===== src/rtl/result_monitor_pkg.sv =====
// Shared types and constants for the result_monitor store checker.
package result_monitor_pkg;

    typedef enum logic [2:0] {
        ST_IDLE    = 3'd0,
        ST_RUN     = 3'd1,
        ST_CHECK   = 3'd2,
        ST_PASS    = 3'd3,
        ST_FAIL    = 3'd4,
        ST_TIMEOUT = 3'd5
    } state_e;

    localparam logic [31:0] DEF_BASE_ADDR = 32'h0000_0100;
    localparam logic [31:0] DEF_DONE_ADDR = 32'h0000_0FFC;

    localparam int unsigned LANE_W    = 8;
    localparam int unsigned NUM_LANES = 4;
    localparam int unsigned WORD_W    = LANE_W * NUM_LANES;

endpackage


===== src/rtl/result_monitor_byte_merge.sv =====
// Per-byte-lane merge of a new store into an existing captured word.
module result_byte_merge
    import result_monitor_pkg::*;
(
    input  logic [WORD_W-1:0]    old_word_i,
    input  logic [WORD_W-1:0]    new_data_i,
    input  logic [NUM_LANES-1:0] wen_i,
    output logic [WORD_W-1:0]    merged_o
);

    always_comb begin
        merged_o = old_word_i;
        for (int unsigned k = 0; k < NUM_LANES; k++) begin
            if (wen_i[k]) begin
                merged_o[k*LANE_W +: LANE_W] = new_data_i[k*LANE_W +: LANE_W];
            end
        end
    end

endmodule


===== src/rtl/result_monitor.sv =====
// Snoops CPU data-memory stores into a result window and checks them
// against a programmed expected table, reporting pass/fail/timeout.
module result_monitor
    import result_monitor_pkg::*;
#(
    parameter logic [31:0] BASE_ADDR      = DEF_BASE_ADDR,
    parameter int unsigned NUM_RESULTS    = 6,
    parameter logic [31:0] DONE_ADDR      = DEF_DONE_ADDR,
    parameter int unsigned TIMEOUT_CYCLES = 300,
    parameter int unsigned IDX_W          = (NUM_RESULTS > 1) ? $clog2(NUM_RESULTS) : 1
) (
    input  logic             clk,
    input  logic             rst_n,
    input  logic [31:0]      d_mem_addr,
    input  logic [31:0]      d_mem_wdata,
    input  logic [3:0]       d_mem_wen,
    input  logic             exp_wr_en,
    input  logic [IDX_W-1:0] exp_wr_idx,
    input  logic [31:0]      exp_wr_data,
    input  logic             start,
    input  logic             clear,
    output logic             done,
    output logic             pass,
    output logic [IDX_W-1:0] fail_idx,
    output logic             timeout,
    output logic             misaligned_err,
    output logic [15:0]      cycle_count
);

    localparam logic [31:0]            WIN_END   = BASE_ADDR + 32'(4 * NUM_RESULTS);
    localparam logic [IDX_W-1:0]       LAST_IDX  = IDX_W'(NUM_RESULTS - 1);
    localparam logic [NUM_RESULTS-1:0] ALL_VALID = '1;

    state_e                 state_q, state_d;
    logic [31:0]            cap_q [NUM_RESULTS];
    logic [31:0]            exp_q [NUM_RESULTS];
    logic [NUM_RESULTS-1:0] valid_q, valid_d;
    logic [15:0]            cycle_q, cycle_d;
    logic [IDX_W-1:0]       chk_idx_q, chk_idx_d;
    logic [IDX_W-1:0]       fail_idx_q, fail_idx_d;
    logic                   mis_q, mis_d;
    logic                   done_q, pass_q, timeout_q;

    logic             wr_any, in_win, aligned, done_hit, cap_we, mismatch;
    logic [IDX_W-1:0] wr_idx;
    logic [31:0]      merged;

    assign wr_any   = |d_mem_wen;
    assign in_win   = wr_any && (d_mem_addr >= BASE_ADDR) && (d_mem_addr < WIN_END);
    assign aligned  = (d_mem_addr[1:0] == 2'b00);
    assign wr_idx   = IDX_W'((d_mem_addr - BASE_ADDR) >> 2);
    assign done_hit = wr_any && (d_mem_addr[31:2] == DONE_ADDR[31:2]);
    assign cap_we   = !clear && (state_q == ST_RUN) && in_win && aligned;
    assign mismatch = !valid_q[chk_idx_q] || (cap_q[chk_idx_q] != exp_q[chk_idx_q]);

    result_byte_merge u_merge (
        .old_word_i (cap_q[wr_idx]),
        .new_data_i (d_mem_wdata),
        .wen_i      (d_mem_wen),
        .merged_o   (merged)
    );

    always_comb begin
        state_d    = state_q;
        valid_d    = valid_q;
        cycle_d    = cycle_q;
        chk_idx_d  = chk_idx_q;
        fail_idx_d = fail_idx_q;
        mis_d      = mis_q;
        if (clear) begin
            state_d    = ST_IDLE;
            valid_d    = '0;
            cycle_d    = '0;
            fail_idx_d = '0;
            mis_d      = 1'b0;
        end else begin
            case (state_q)
                ST_IDLE: begin
                    if (start) begin
                        state_d = ST_RUN;
                        valid_d = '0;
                        cycle_d = '0;
                    end
                end
                ST_RUN: begin
                    if (cycle_q != '1) cycle_d = cycle_q + 16'd1;
                    if (in_win && !aligned) mis_d = 1'b1;
                    if (cap_we) valid_d[wr_idx] = 1'b1;
                    chk_idx_d = '0;
                    // Current store is folded in first, so a check trigger beats a coincident timeout.
                    if ((valid_d == ALL_VALID) || done_hit) begin
                        state_d = ST_CHECK;
                    end else if (32'(cycle_d) >= TIMEOUT_CYCLES) begin
                        state_d = ST_TIMEOUT;
                    end
                end
                ST_CHECK: begin
                    if (mismatch) begin
                        fail_idx_d = chk_idx_q;
                        state_d    = ST_FAIL;
                    end else if (chk_idx_q == LAST_IDX) begin
                        state_d = ST_PASS;
                    end else begin
                        chk_idx_d = chk_idx_q + 1'b1;
                    end
                end
                default: ;
            endcase
        end
    end

    always_ff @(posedge clk or negedge rst_n) begin
        if (!rst_n) begin
            state_q    <= ST_IDLE;
            valid_q    <= '0;
            cycle_q    <= '0;
            chk_idx_q  <= '0;
            fail_idx_q <= '0;
            mis_q      <= 1'b0;
            done_q     <= 1'b0;
            pass_q     <= 1'b0;
            timeout_q  <= 1'b0;
        end else begin
            state_q    <= state_d;
            valid_q    <= valid_d;
            cycle_q    <= cycle_d;
            chk_idx_q  <= chk_idx_d;
            fail_idx_q <= fail_idx_d;
            mis_q      <= mis_d;
            done_q     <= (state_d == ST_PASS) || (state_d == ST_FAIL) || (state_d == ST_TIMEOUT);
            pass_q     <= (state_d == ST_PASS);
            timeout_q  <= (state_d == ST_TIMEOUT);
        end
    end

    always_ff @(posedge clk or negedge rst_n) begin
        if (!rst_n) begin
            for (int unsigned i = 0; i < NUM_RESULTS; i++) cap_q[i] <= '0;
        end else if (cap_we) begin
            cap_q[wr_idx] <= merged;
        end
    end

    always_ff @(posedge clk or negedge rst_n) begin
        if (!rst_n) begin
            for (int unsigned i = 0; i < NUM_RESULTS; i++) exp_q[i] <= '0;
        end else if (!clear && (state_q == ST_IDLE) && exp_wr_en && (32'(exp_wr_idx) < NUM_RESULTS)) begin
            exp_q[exp_wr_idx] <= exp_wr_data;
        end
    end

    assign done           = done_q;
    assign pass           = pass_q;
    assign timeout        = timeout_q;
    assign fail_idx       = fail_idx_q;
    assign misaligned_err = mis_q;
    assign cycle_count    = cycle_q;

endmodule


===== config.mk =====
export PLATFORM = sky130hd
export DESIGN_NAME = result_monitor
export DESIGN_NICKNAME = d
export VERILOG_FILES = /design/src/rtl/result_monitor_pkg.sv /design/src/rtl/result_monitor_byte_merge.sv /design/src/rtl/result_monitor.sv
export SDC_FILE = /design/constraint.sdc
export NUM_CORES = 1
export LEC_CHECK = 0
export ABC_AREA = 1
export BUFFER_PORTS_ARGS = -buffer_cell sky130_fd_sc_hd__buf_2
export CAP_MARGIN = 30
export CELL_PAD_IN_SITES_DETAIL_PLACEMENT = 1
export CELL_PAD_IN_SITES_GLOBAL_PLACEMENT = 2
export CORE_UTILIZATION = 39
export CTS_BUF_LIST = sky130_fd_sc_hd__clkbuf_8
export CTS_CLUSTER_DIAMETER = 60
export DETAILED_ROUTE_END_ITERATION = 7
export PLACE_DENSITY = 0.87
export SLEW_MARGIN = 20
export SYNTH_ARGS = -nofsm -noshare
export SYNTH_HDL_FRONTEND = slang
export SYNTH_HIERARCHICAL = 1
export SYNTH_SLANG_ARGS = --single-unit

===== constraint.sdc =====
create_clock -name clk -period 5.4 [get_ports clk]
set_input_delay 0.81 -clock clk [delete_from_list [all_inputs] [get_ports clk]]
set_output_delay 0.81 -clock clk [all_outputs]
set_load 0.03 [all_outputs]

==> flow_summary.ini, run 1 <==
[status]
outcome = finished clean

[worst_setup_path]
crit_chain = inv_4 -> nor2_4 -> o21ai_0 -> nor2_1 -> a21oi_1 -> nand2_1 -> nand2_1 -> nor2_1 -> nand2_1 -> nor2_1 -> nand2_1 -> nor2_1 -> nand2_1 -> nand2_2 -> nand4_2 -> nand2_1 -> o21ai_1
worstReg2RegEnd = chk_idx_q[1]
cp.required_ns = 5.94
crit_top_cell = nand2_1
reg2reg_slack_ns = 1.57
worstReg2RegStart = chk_idx_q[2]
critPathBufInv = 1
path_class = reg -> reg
path_max_fanout = 43
crit_path_top_delay_cell = nor2_4
cp_top_family = simple AND/OR/NAND/NOR gates
worst-r2r-cell-count = 17
crit_path_start_kind = flip-flop
crit_arrival_ns = 4.38
endpoint_kind = flip-flop
worst_path_largest_cell_delay_ns = 0.75

[cts]
ctsResizeCount = 0
clk_pin_slew_worst_paths_ns = 0.07
cts_hold_buf = 0
clock_latency_ns = 0.68
numCtsBuffers = 80
cts_root_buf = clkbuf_8
clock-sinks = 419
cts.htree.levels = 3
cts_tree = done
clock_path_buffers = 3
cts_setup_buffers = 0

[logic_synthesis]
synth-edff-count = 0
syn_area_um2 = 22590
synth.area.mux_share = 0
yosysWarnings = 6
ys_types = 36
synth_fa_ha_area_frac = 0.001661
synth_seq_cells = 419
synthesis.nets = 3331
synth_xor_area_frac = 0.003489
synth-compound-area-share = 0.1573
seq_area_frac_synth = 0.4641
synth-simple-area-share = 0.2793
syn_inst = 3220
avgSynthCellArea_um2 = 7.016
synthFlopType = dfrtp_1
synth_top_family_by_area = simple AND/OR/NAND/NOR gates
async_reset_ff_frac = 1.000

[global_routing]
grt_pass1_wl_um = 129100
grt_max_degree = 118
grt.overflow.total = 0
grt_pass1_vias = 22640
antenna_found_initial = 1
grt_use_total = 0.2776

[routing]
drt_iter0_markers = 1328
wirelength_um = 80920
dr.pass1.iters = 5
detail-route-antenna-nets = 0
drc = 0
vias = 21800
wl_per_cell_um = 19.70
vias_per_cell = 5.307

[worst_hold_path]
hold_class = in -> async

[cells_and_area]
post-route-util = 0.4468
final_cell_mix = nand2_1 (1083), o21ai_0 (521), dfrtp_1 (417), inv_1 (359), nor2_1 (291)
drive_gt1_frac = 0.09430
fin_nets = 3402
num-fill-cells = 7367
mostFrequentLayoutCell = nand2_1
syn_to_final_growth_pct = 12.37

[sta]
tns_ns = 0
slew_headroom = 0.3914
hold_viol = 0
slew_viol_final = 0
clock_skew_ns = 0.02762
holdWs_ns = 0.1717
post-route-min-period_ns = 3.834
rsz0062_at_grt = no
finalCritPeriodShare = 0.7099
setup_viol = 0
worst_slew_pin_slew_ns = 0.9128
clock.fmax_ghz = 0.2609

[floorplan]
io_pins = 131
die_h_um = 242.7
rows = 87
coreArea_um2 = 56820
start_util = 0.3976
die_w_um = 242.7
die_area_um2 = 58900

[pwr]
leakage_nw = 12.54
power.density_nw_per_um2 = 405.3
peakVddDrop_uv = 242.6

[placed_design]
portBuffers = 130
place_congestion = 0.8836
hpwl_um = 51840

[run]
max_cap_viol_count = 0
==> stage by stage <==
step	total power [mW]	std cells	worst slack [ns]	instance area, um2
after floorplan	6.163	3220	2.856	22590
after global placement	7.056	3965	1.588	23790
after detailed placement	7.189	3965	1.389	23790
after CTS	10.40	4107	1.564	25390
after global routing	11.02	4108	1.267	25390
final	10.29	4108	1.566	25390
==> layout make-up <==
cell class                      count  area [um2]  area share
Timing Repair Buffer              172        1026     0.04041
Tap cell                          756       945.9     0.03726
Multi-Input combinational cell   2278       10040      0.3955
Inverter                          340        1286     0.05066
Clock inverter                     41       205.2    0.008082
Antenna cell                        1       2.502  0.00009857
Sequential cell                   419       10490      0.4132
Clock buffer                      101        1390     0.05475
==> cells in the mapped netlist, types with 3 or more instances <==
cell type  number  area, um2
a21oi_1        85      425.4
nor2_1        292       1096
buf_1           9      33.78
clkbuf_1      112      420.4
nor3_1         40      200.2
buf_4          19      142.6
o21ai_1        10      50.05
buf_2          37      185.2
o21ai_0       521       2608
nand3_1       124      620.6
ha_1            3      37.54
o31ai_1         3      22.52
nand2_1      1083       4065
xor2_1          9      78.83
nand4_1        34      212.7
o2111ai_1      10      87.58
o22ai_1         9      56.30
dfrtp_1       419      10490
inv_2           5      18.77
inv_1         332       1246
or2_2           3      18.77
a22oi_1        32      240.2
o211ai_1        6      45.04
buf_6           6      67.56
==> cells by family (layout without fill, tap and decap cells) <==
logic type / after synthesis / in the layout
buffers and inverters: 523 / 654
flip-flops: 419 / 419
XOR/XNOR: 9 / 9
adder cells (fa/ha/maj): 3 / 3
AND/OR/NAND/NOR: 1588 / 1588
AO/OA/AOI/OAI: 678 / 678
other: 0 / 1
==> registers in the layout (all words and copies together) (netlist names), 3 cells and up <==
signal and flops:
cycle_count 16, chk_idx_q 3, fail_idx 3, cap_q 192, exp_q 192, state_q 3
valid_q 6
==> layer usage <==
layer | track usage | vias to the layer above | wire (um)
li1 | - | 10390 | -
met1 | 0.3780 | 10860 | 37420
met2 | 0.4630 | 427 | 38350
met3 | 0.03638 | 126 | 3241
met4 | 0.07603 | 0 | 1910
met5 | 0 | - | 0
==> worst reg2reg max path, cell delays in order, from the launching register on <==
cell and delay [ns]:
dfrtp_1 0.62, inv_4 0.35, nor2_4 0.77, o21ai_0 0.28
nor2_1 0.15, a21oi_1 0.05, nand2_1 0.08, nand2_1 0.14
nor2_1 0.15, nand2_1 0.06, nor2_1 0.12, nand2_1 0.12
nor2_1 0.20, nand2_1 0.09, nand2_2 0.15, nand4_2 0.18
nand2_1 0.12, o21ai_1 0.06
==> report_power, final <==
part | total (mW) | switching [mW] | internal [mW]
combinational | 2.92 | 2.00 | 0.924
clock | 3.16 | 1.43 | 1.72
sequential | 4.21 | 0.397 | 3.82
total | 10.3 | 3.83 | 6.46
==> worst max-delay path by stage <==
| stage | from | end | cells after the start |
|---|---|---|---|
| after detailed placement | clear | cap_q[162] | 10 |
| after CTS | chk_idx_q[2] | chk_idx_q[0] | 17 |
| after global placement | clear | cap_q[171] | 10 |
| after floorplan | d_mem_addr[2] | done | 16 |
| final | chk_idx_q[2] | chk_idx_q[1] | 17 |
| after global routing | chk_idx_q[2] | chk_idx_q[0] | 17 |
(Power assumes the default switching activity.)
==> run 2: changes to the inputs <==
--- a/config.mk
+++ b/config.mk
@@ -10,11 +10,11 @@
 export CAP_MARGIN = 30
 export CELL_PAD_IN_SITES_DETAIL_PLACEMENT = 1
 export CELL_PAD_IN_SITES_GLOBAL_PLACEMENT = 2
-export CORE_UTILIZATION = 39
+export CORE_UTILIZATION = 36
 export CTS_BUF_LIST = sky130_fd_sc_hd__clkbuf_8
 export CTS_CLUSTER_DIAMETER = 60
 export DETAILED_ROUTE_END_ITERATION = 7
-export PLACE_DENSITY = 0.87
+export PLACE_DENSITY = 0.81
 export SLEW_MARGIN = 20
 export SYNTH_ARGS = -nofsm -noshare
 export SYNTH_HDL_FRONTEND = slang
==> constraint.sdc (replaced) <==
create_clock -name clk -period 3.85 [get_ports clk]
set_input_delay 0.5775 -clock clk [delete_from_list [all_inputs] [get_ports clk]]
set_output_delay 0.5775 -clock clk [all_outputs]
set_load 0.03 [all_outputs]
==> run 2 against run 1 <==
  * Via count is 0.50% higher
  * Non-clock buffer count is 29 higher
  * Flip-flop and latch count stayed put
  * Combinational power is 46% higher
  * Global-route usage is 1.1 points lower
  * First-iteration DRC count is 2.4% higher
  * Sequential share of layout area is 0.62 points lower
  * Die area is 8.3% higher
  * Worst setup slack worse by 1.0 ns
  * Core utilization is 3.0 points lower
  * Cell area is 1.5% higher
  * Maximum frequency is 16% higher
  * Critical path type unchanged
==> flow_summary.ini, run 2 (synthesis gave the netlist of run 1 again) <==
[cells_and_area]
post-route-util = 0.4169
fin_nets = 3435
mostFrequentLayoutCell = nand2_1
drive_gt1_frac = 0.1010
fin_cells = 4215
syn_to_final_growth_pct = 14.09
final_cell_mix = nand2_1 (1083), o21ai_0 (521), dfrtp_1 (417), inv_1 (359), nor2_1 (291)

[sta]
hold_viol = 0
setup_viol = 0
slew_viol_final = 0
finalCritPeriodShare = 0.8571
worst_slew_pin_slew_ns = 0.8111
clock_skew_ns = 0.02590
slew_headroom = 0.4593
tns_ns = 0
clock.fmax_ghz = 0.3030
post-route-min-period_ns = 3.300
rsz0062_at_grt = no

[global_routing]
grt_pass1_wl_um = 132300
grt_pass1_vias = 22880
antenna_found_initial = 2
grt_use_total = 0.2669
grt_max_degree = 86
grt.overflow.total = 0

[placed_design]
dpl.cell_count = 4074
portBuffers = 130
place_congestion = 0.9214
hpwl_um = 55190

[routing]
drt_iter0_markers = 1360
dr.pass1.iters = 7
drc = 0
wl_per_cell_um = 19.79
wirelength_um = 83410
detail-route-antenna-nets = 0
vias = 21910
vias_per_cell = 5.198

[worst_setup_path]
worst-r2r-cell-count = 20
crit_cells = 20
path_max_fanout = 36
endpoint_kind = flip-flop
cp.required_ns = 4.47
cp_top_family = simple AND/OR/NAND/NOR gates
crit_top_cell = nand2_1
reg2reg_slack_ns = 0.55
path_class = reg -> reg
critPathBufInv = 3
worst_path_largest_cell_delay_ns = 0.54
crit_path_top_delay_cell = dfrtp_4
crit_arrival_ns = 3.92
crit_path_start_kind = flip-flop
crit_chain = inv_6 -> buf_12 -> nand2_1 -> nand3_1 -> nand2_1 -> a21oi_1 -> inv_1 -> nand2_1 -> nand2_1 -> nor2_1 -> nand2_1 -> nor2_1 -> nand2_1 -> nor2_1 -> nand3_1 -> nand2_1 -> nand2_1 -> nor2_1 -> nand2_1 -> nand2_1

[floorplan]
die_h_um = 252.5
die_area_um2 = 63760
die_w_um = 252.5
rows = 91
start_util = 0.3654
io_pins = 131
coreArea_um2 = 61830

[worst_hold_path]
hold_class = in -> reg
hold_depth = 2

[cts]
cts.htree.levels = 3
cts_tree = done
cts_root_buf = clkbuf_8
clk_pin_slew_worst_paths_ns = 0.06
clock_latency_ns = 0.69
numCtsBuffers = 84
cts_setup_buffers = 0
clock-sinks = 419
clock_path_buffers = 3

[status]
outcome = finished clean

[pwr]
peakVddDrop_uv = 269.4
leakage_nw = 12.70
power.density_nw_per_um2 = 562.1
finalPower_mw = 14.49

[run]
max_cap_viol_count = 0
run 2: worst reg2reg max path, delay by kind of cell, from the launching register on:
kind	cells	cell delay, ns
flip-flops	1	0.54
AND/OR/NAND/NOR	16	1.56
buffers and inverters	3	0.65
AO/OA/AOI/OAI	1	0.47
run 2: repair_timing:
item                                   4_1_cts  5_1_grt
gates resized for setup                      0        0
endpoints found under the hold margin       74        0
hold buffers                                 1        0
run 2: final timing paths:
| kind | endpoint | start |
|---|---|---|
| setup reg to reg | done | chk_idx_q[0] |
| setup / recovery | done | chk_idx_q[0] |
| hold reg to reg | exp_q[14] | exp_q[14] |
| hold / removal | misaligned_err | clear |
| min in group asynchronous | cap_q[181] | rst_n |
| max in group asynchronous | exp_q[71] | rst_n |
run 2: area by class of cell:
| cell class | instances | area [um2] |
|---|---|---|
| diodes | 1 | 2.502 |
| clock buffers | 101 | 1390 |
| clock inverters | 38 | 173.9 |
| fillers | 7904 | 36050 |
| inverters | 340 | 1284 |
| multi-input cells | 2278 | 10040 |
| flip-flops and latches | 419 | 10490 |
| well taps | 837 | 1047 |
| repair buffers | 201 | 1346 |
run 2: report_power, final:
group	switching (mW)	internal [mW]	total, mW	leakage [nW]
Sequential	0.520	5.35	5.87	5.39
Combinational	2.89	1.36	4.25	6.41
Clock	2.02	2.35	4.36	0.898
Total	5.43	9.06	14.5	12.7
run 2: per-layer routing:
metal / global-route usage / wire (um) / part of all wire
met5: 0 / 0 / 0
met4: 0.07290 / 1821 / 0.022
met1: 0.3653 / 38730 / 0.46
met2: 0.4422 / 39450 / 0.47
met3: 0.03419 / 3413 / 0.041
run 2: stage by stage:
step                setup slack [ns]  hold WS, ns  instance area, um2
floorplan                      1.539       0.2819               22590
global placement              0.6604       0.4606               24200
detailed placement            0.6094       0.4678               24200
CTS                           0.6039       0.1162               25770
global route                  0.3270       0.1595               25780
finish                        0.5502       0.1692               25780
